===== src/rtl/bin2bcd_pkg.sv =====
// Shared types for the iterative binary-to-BCD converter: FSM state encoding
// and the 4-bit BCD digit type used by the top and the digit adjuster.
package bin2bcd_pkg;

    typedef enum logic [1:0] {
        ST_IDLE = 2'd0,
        ST_OP   = 2'd1,
        ST_DONE = 2'd2
    } state_t;

    typedef logic [3:0] bcd_digit_t;

    localparam bcd_digit_t ADJ_THRESHOLD = 4'd4;
    localparam bcd_digit_t ADJ_OFFSET    = 4'd3;

endpackage


===== src/rtl/bin2bcd_n_adj.sv =====
// Double-dabble correction for one BCD digit: add 3 when the digit exceeds 4
// so that the following left shift carries correctly into the next digit.
module bcd_digit_adj
    import bin2bcd_pkg::*;
(
    input  bcd_digit_t din,
    output bcd_digit_t dout
);

    assign dout = (din > ADJ_THRESHOLD) ? din + ADJ_OFFSET : din;

endmodule


===== src/rtl/bin2bcd_n.sv =====
// Sequential shift-and-add-3 binary-to-BCD converter with optional two's
// complement input, sticky overflow and a leading-zero blanking mask.
module bin2bcd_n
    import bin2bcd_pkg::*;
#(
    parameter int BIN_W  = 13,
    parameter int DIGITS = 4
)
(
    input  logic                  clk,
    input  logic                  rst_n,
    input  logic                  start,
    input  logic [BIN_W-1:0]      bin,
    input  logic                  sgn_mode,
    output logic                  ready,
    output logic                  done_tick,
    output logic [4*DIGITS-1:0]   bcd,
    output logic                  neg,
    output logic                  ovf,
    output logic [DIGITS-1:0]     blank
);

    localparam int CNT_W = $clog2(BIN_W + 1);

    state_t             state;
    logic [BIN_W-1:0]   shreg;
    logic [CNT_W-1:0]   cnt;
    bcd_digit_t         digits  [DIGITS];
    bcd_digit_t         adj     [DIGITS];
    bcd_digit_t         shifted [DIGITS];
    logic [BIN_W-1:0]   mag;
    logic               is_neg;
    logic               all_zero;

    // Negating the most negative value wraps to itself, which read as unsigned is 2^(BIN_W-1).
    always_comb begin
        is_neg = sgn_mode & bin[BIN_W-1];
        mag    = is_neg ? -bin : bin;
    end

    for (genvar g = 0; g < DIGITS; g++) begin : g_digit
        bcd_digit_adj u_adj (
            .din  (digits[g]),
            .dout (adj[g])
        );
        if (g == 0) begin : g_lsd
            assign shifted[g] = {adj[g][2:0], shreg[BIN_W-1]};
        end else begin : g_upper
            assign shifted[g] = {adj[g][2:0], adj[g-1][3]};
        end
        assign bcd[4*g +: 4] = digits[g];
    end

    always_comb begin
        all_zero = 1'b1;
        blank    = '0;
        for (int i = DIGITS - 1; i >= 1; i--) begin
            all_zero = all_zero & (digits[i] == 4'd0);
            blank[i] = all_zero;
        end
    end

    always_ff @(posedge clk) begin
        if (!rst_n) begin
            state     <= ST_IDLE;
            shreg     <= '0;
            cnt       <= '0;
            digits    <= '{default: '0};
            neg       <= 1'b0;
            ovf       <= 1'b0;
            ready     <= 1'b1;
            done_tick <= 1'b0;
        end else begin
            done_tick <= 1'b0;
            case (state)
                ST_IDLE: begin
                    if (start) begin
                        state  <= ST_OP;
                        ready  <= 1'b0;
                        shreg  <= mag;
                        neg    <= is_neg;
                        ovf    <= 1'b0;
                        cnt    <= CNT_W'(BIN_W);
                        digits <= '{default: '0};
                    end
                end
                ST_OP: begin
                    digits <= shifted;
                    shreg  <= {shreg[BIN_W-2:0], 1'b0};
                    cnt    <= cnt - 1'b1;
                    // A set bit 3 in the adjusted top digit is shifted out of the result.
                    if (adj[DIGITS-1][3]) begin
                        ovf <= 1'b1;
                    end
                    if (cnt == CNT_W'(1)) begin
                        state     <= ST_DONE;
                        done_tick <= 1'b1;
                    end
                end
                ST_DONE: begin
                    state <= ST_IDLE;
                    ready <= 1'b1;
                end
                default: begin
                    state <= ST_IDLE;
                    ready <= 1'b1;
                end
            endcase
        end
    end

endmodule

===== config.mk =====
export PLATFORM = sky130hd
export DESIGN_NAME = bin2bcd_n
export DESIGN_NICKNAME = d
export VERILOG_FILES = /design/src/rtl/bin2bcd_pkg.sv /design/src/rtl/bin2bcd_n_adj.sv /design/src/rtl/bin2bcd_n.sv
export SDC_FILE = /design/constraint.sdc
export NUM_CORES = 1
export LEC_CHECK = 0
export CORE_MARGIN = 10
export CORE_UTILIZATION = 55
export DETAILED_ROUTE_END_ITERATION = 6
export PLACE_DENSITY_LB_ADDON = 0.08
export SLEW_MARGIN = 20
export SYNTH_ARGS = -nofsm -noshare
export SYNTH_HDL_FRONTEND = slang
export SYNTH_SLANG_ARGS = --single-unit

===== constraint.sdc =====
create_clock -name clk -period 2.4 [get_ports clk]
set_input_delay 0.36 -clock clk [delete_from_list [all_inputs] [get_ports clk]]
set_output_delay 0.36 -clock clk [all_outputs]
set_load 0.02 [all_outputs]

==> metrics <==
outcome=finished clean; Final Hold Viols=0; # hold bufs at CTS=0; hold path depth=2; Tmin final=2.18 ns; DIE AREA=0.00673 mm2; GP Congestion=0.809; crit path max fanout=4; FF+latch count, synth=39; Tot GR Track Use=14.6%; EDFF count, synth=0; area grow syn2layout=28.5%; most common cell after layout, fill and taps aside=dfxtp_1; Mapped Area=0.00212 mm2; initial detailed-routing violation count=73; fin. max-slew vios=0; first-pass GRT wire length=7840 um; most used cell, CP=inv_1; residual DRC count=0; crit path max-delay cell type=dfxtp_1; Setup Skew=0.00350 ns; post-synth top area share=36.9%; Max Clock Freq=458 MHz; die height=82.0 um; Hold Path Class=reg -> reg; Seq/Total Area, Yosys=36.9%; Setup TNS=0 ns; Post-Syn Instances=251; fin crit share=90.9%; drt via density=5.58; average cell area after synthesis=8.43 um2; final setup violation count=0; Required @ worst endpoint=2.04 ns; total number of vias=1908; Pint=1140 uW; Post-Place Cells=334; DP HPWL=3540 um; Primary FF master, synth=dfxtp_1; CP Launch Type=flop; final WL=4800 um; Avg WL per Cell=14.0 um; worst skew pair latency=0.30 ns; Net Sw Power=400 uW; die width=82.0 um; initial antenna violation count=0; core area=0.00369 mm2; largest net degree at the start of global routing=28; Net Sw Frac=26.0%; post-synthesis net count=275; H-tree Lvls=2; CTS Sinks=39; cell count of the worst reg-to-reg path=5; Port Buffers=39; synth warn=0; CTS tree=done; clock transition at the registers of the reported paths=0.08 ns; ANT cells=0; Layout Cells excl Fill=342; Tightest Pin Transition=0.695 ns; number of global-route vias before repair=1796; row cnt=22; P per Cell Area=565 mW/mm2; starting density of the core=57.4%; CP Data Arrival Time=1.82 ns; most frequent cells in the layout=dfxtp_1, clkdlybuf4s50_1, inv_1, o21ai_0, nor2_1; Clk pwr share=37.1%; Antenna Violating Nets Remaining=0; CTS buffer count=5; final net count=317; share of layout cells above drive strength 1=9.52%; minimum hold slack=0.467 ns; worst path cell trace=inv_1, ha_1, inv_1, nor3_2, nor4b_4, nor4b_1, clkbuf_2; Worst setup EP type=output port; Rel. slew slack=53.5%; RSZ-0062 raised after global routing=no; VDD IR max=408 uV; Comb pwr share=16.6%; CP max stage delay=0.33 ns; Ports=41; number of max-cap violations=0; Static Leak=0.00104 uW; # fillers=305; Synth area leader=dfxtp_1; post-CTS setup buffer count=0; CP Class=reg -> out; clock tree buffer depth=2; Root Driver=clkbuf_8; Async S/R FF share, synth=0%; gr ovfl total=0; 1st-pass router iterations=4; Reg power frac=46.3%; ranking of synthesized cells by area=dfxtp_1, ha_1, nor2b_1; Yosys cell types=42
worst paths after layout:
path	from	end	slack (ns)
min	shreg[3]	shreg[3]	0.47
max reg2reg	state[1]	bcd[11]	0.77
min reg2reg	shreg[3]	shreg[3]	0.47
max	bcd[13]	blank[1]	0.22
through the flow:
stage | area [um2] | setup slack, ns | utilization (%) | power [uW]
finish | 2720 | 0.217 | 73.8 | 1540
global route | 2720 | 0.0664 | 73.8 | 1610
CTS | 2720 | 0.0691 | 73.8 | 1550
detailed placement | 2610 | 0.102 | 70.7 | 981
global placement | 2610 | 0.166 | 70.7 | 976
floorplan | 2140 | 0.119 | - | 886
repair_timing:
item                                   4_1_cts  5_1_grt
endpoints found under the hold margin        0        0
gates resized for setup                      1        4
setup endpoints to repair                    1        2
gates cloned                                 0        0
routing by layer:
layer,vias to the layer above,part of all wire [%],global-route usage (%)
met5,-,0,0
met4,0,1.4,5.78
met3,6,8.5,5.57
met2,53,46,23.9
met1,876,44,16.8
li1,973,-,-
power by group through the flow:
stage | logic (uW) | registers [uW] | clock network, uW
after floorplan | 161 | 724 | 0
after global placement | 251 | 725 | 0
after detailed placement | 255 | 726 | 0
after CTS | 257 | 711 | 582
after global routing | 281 | 717 | 611
final | 255 | 712 | 571
synthesized netlist by cell type, types with 5 or more instances:
| library cell | count |
|---|---|
| a21oi_1 | 14 |
| a22oi_1 | 11 |
| and2_1 | 5 |
| clkbuf_1 | 13 |
| dfxtp_1 | 39 |
| ha_1 | 7 |
| inv_1 | 17 |
| mux2i_1 | 6 |
| nand2_1 | 5 |
| nand3_1 | 13 |
| nor2_1 | 15 |
| nor2b_1 | 14 |
| nor3_1 | 10 |
| o211ai_1 | 5 |
| o21ai_0 | 16 |
| o22ai_1 | 5 |
| xnor2_1 | 8 |
| xor2_1 | 7 |
area by class of cell:
type,instances,area (um2),area share (%)
multi-input combinational,179,1220,44.9
sequential,39,781,28.7
timing repair buffer,51,478,17.6
clock buffer,6,82.6,3.03
inverter,17,63.8,2.34
tap,48,60.1,2.21
clock inverter,2,35.0,1.29
kinds of logic after synthesis:
family / share of synthesized area (%)
AO/OA/AOI/OAI: 22.0
XOR/XNOR: 6.21
adder cells (fa/ha/maj): 4.14
buffers and inverters: 6.38
flip-flops: 36.9
multiplexers: 2.84
other: 0.177
AND/OR/NAND/NOR: 21.3
worst max-delay path: cells and delay by family, from the launching register on:
family | cells | cell delay, ns
fa+ha+maj | 1 | 0.16
buf+inv | 3 | 0.37
flops | 1 | 0.33
simple gates | 3 | 0.65
flip-flops by register name (all words and copies together), names as in the netlist:
signal and count:
shreg 13, bcd 16, ready 1, cnt 4, done_tick 1, neg 1, state 2, ovf 1
(Power assumes the default switching activity.)
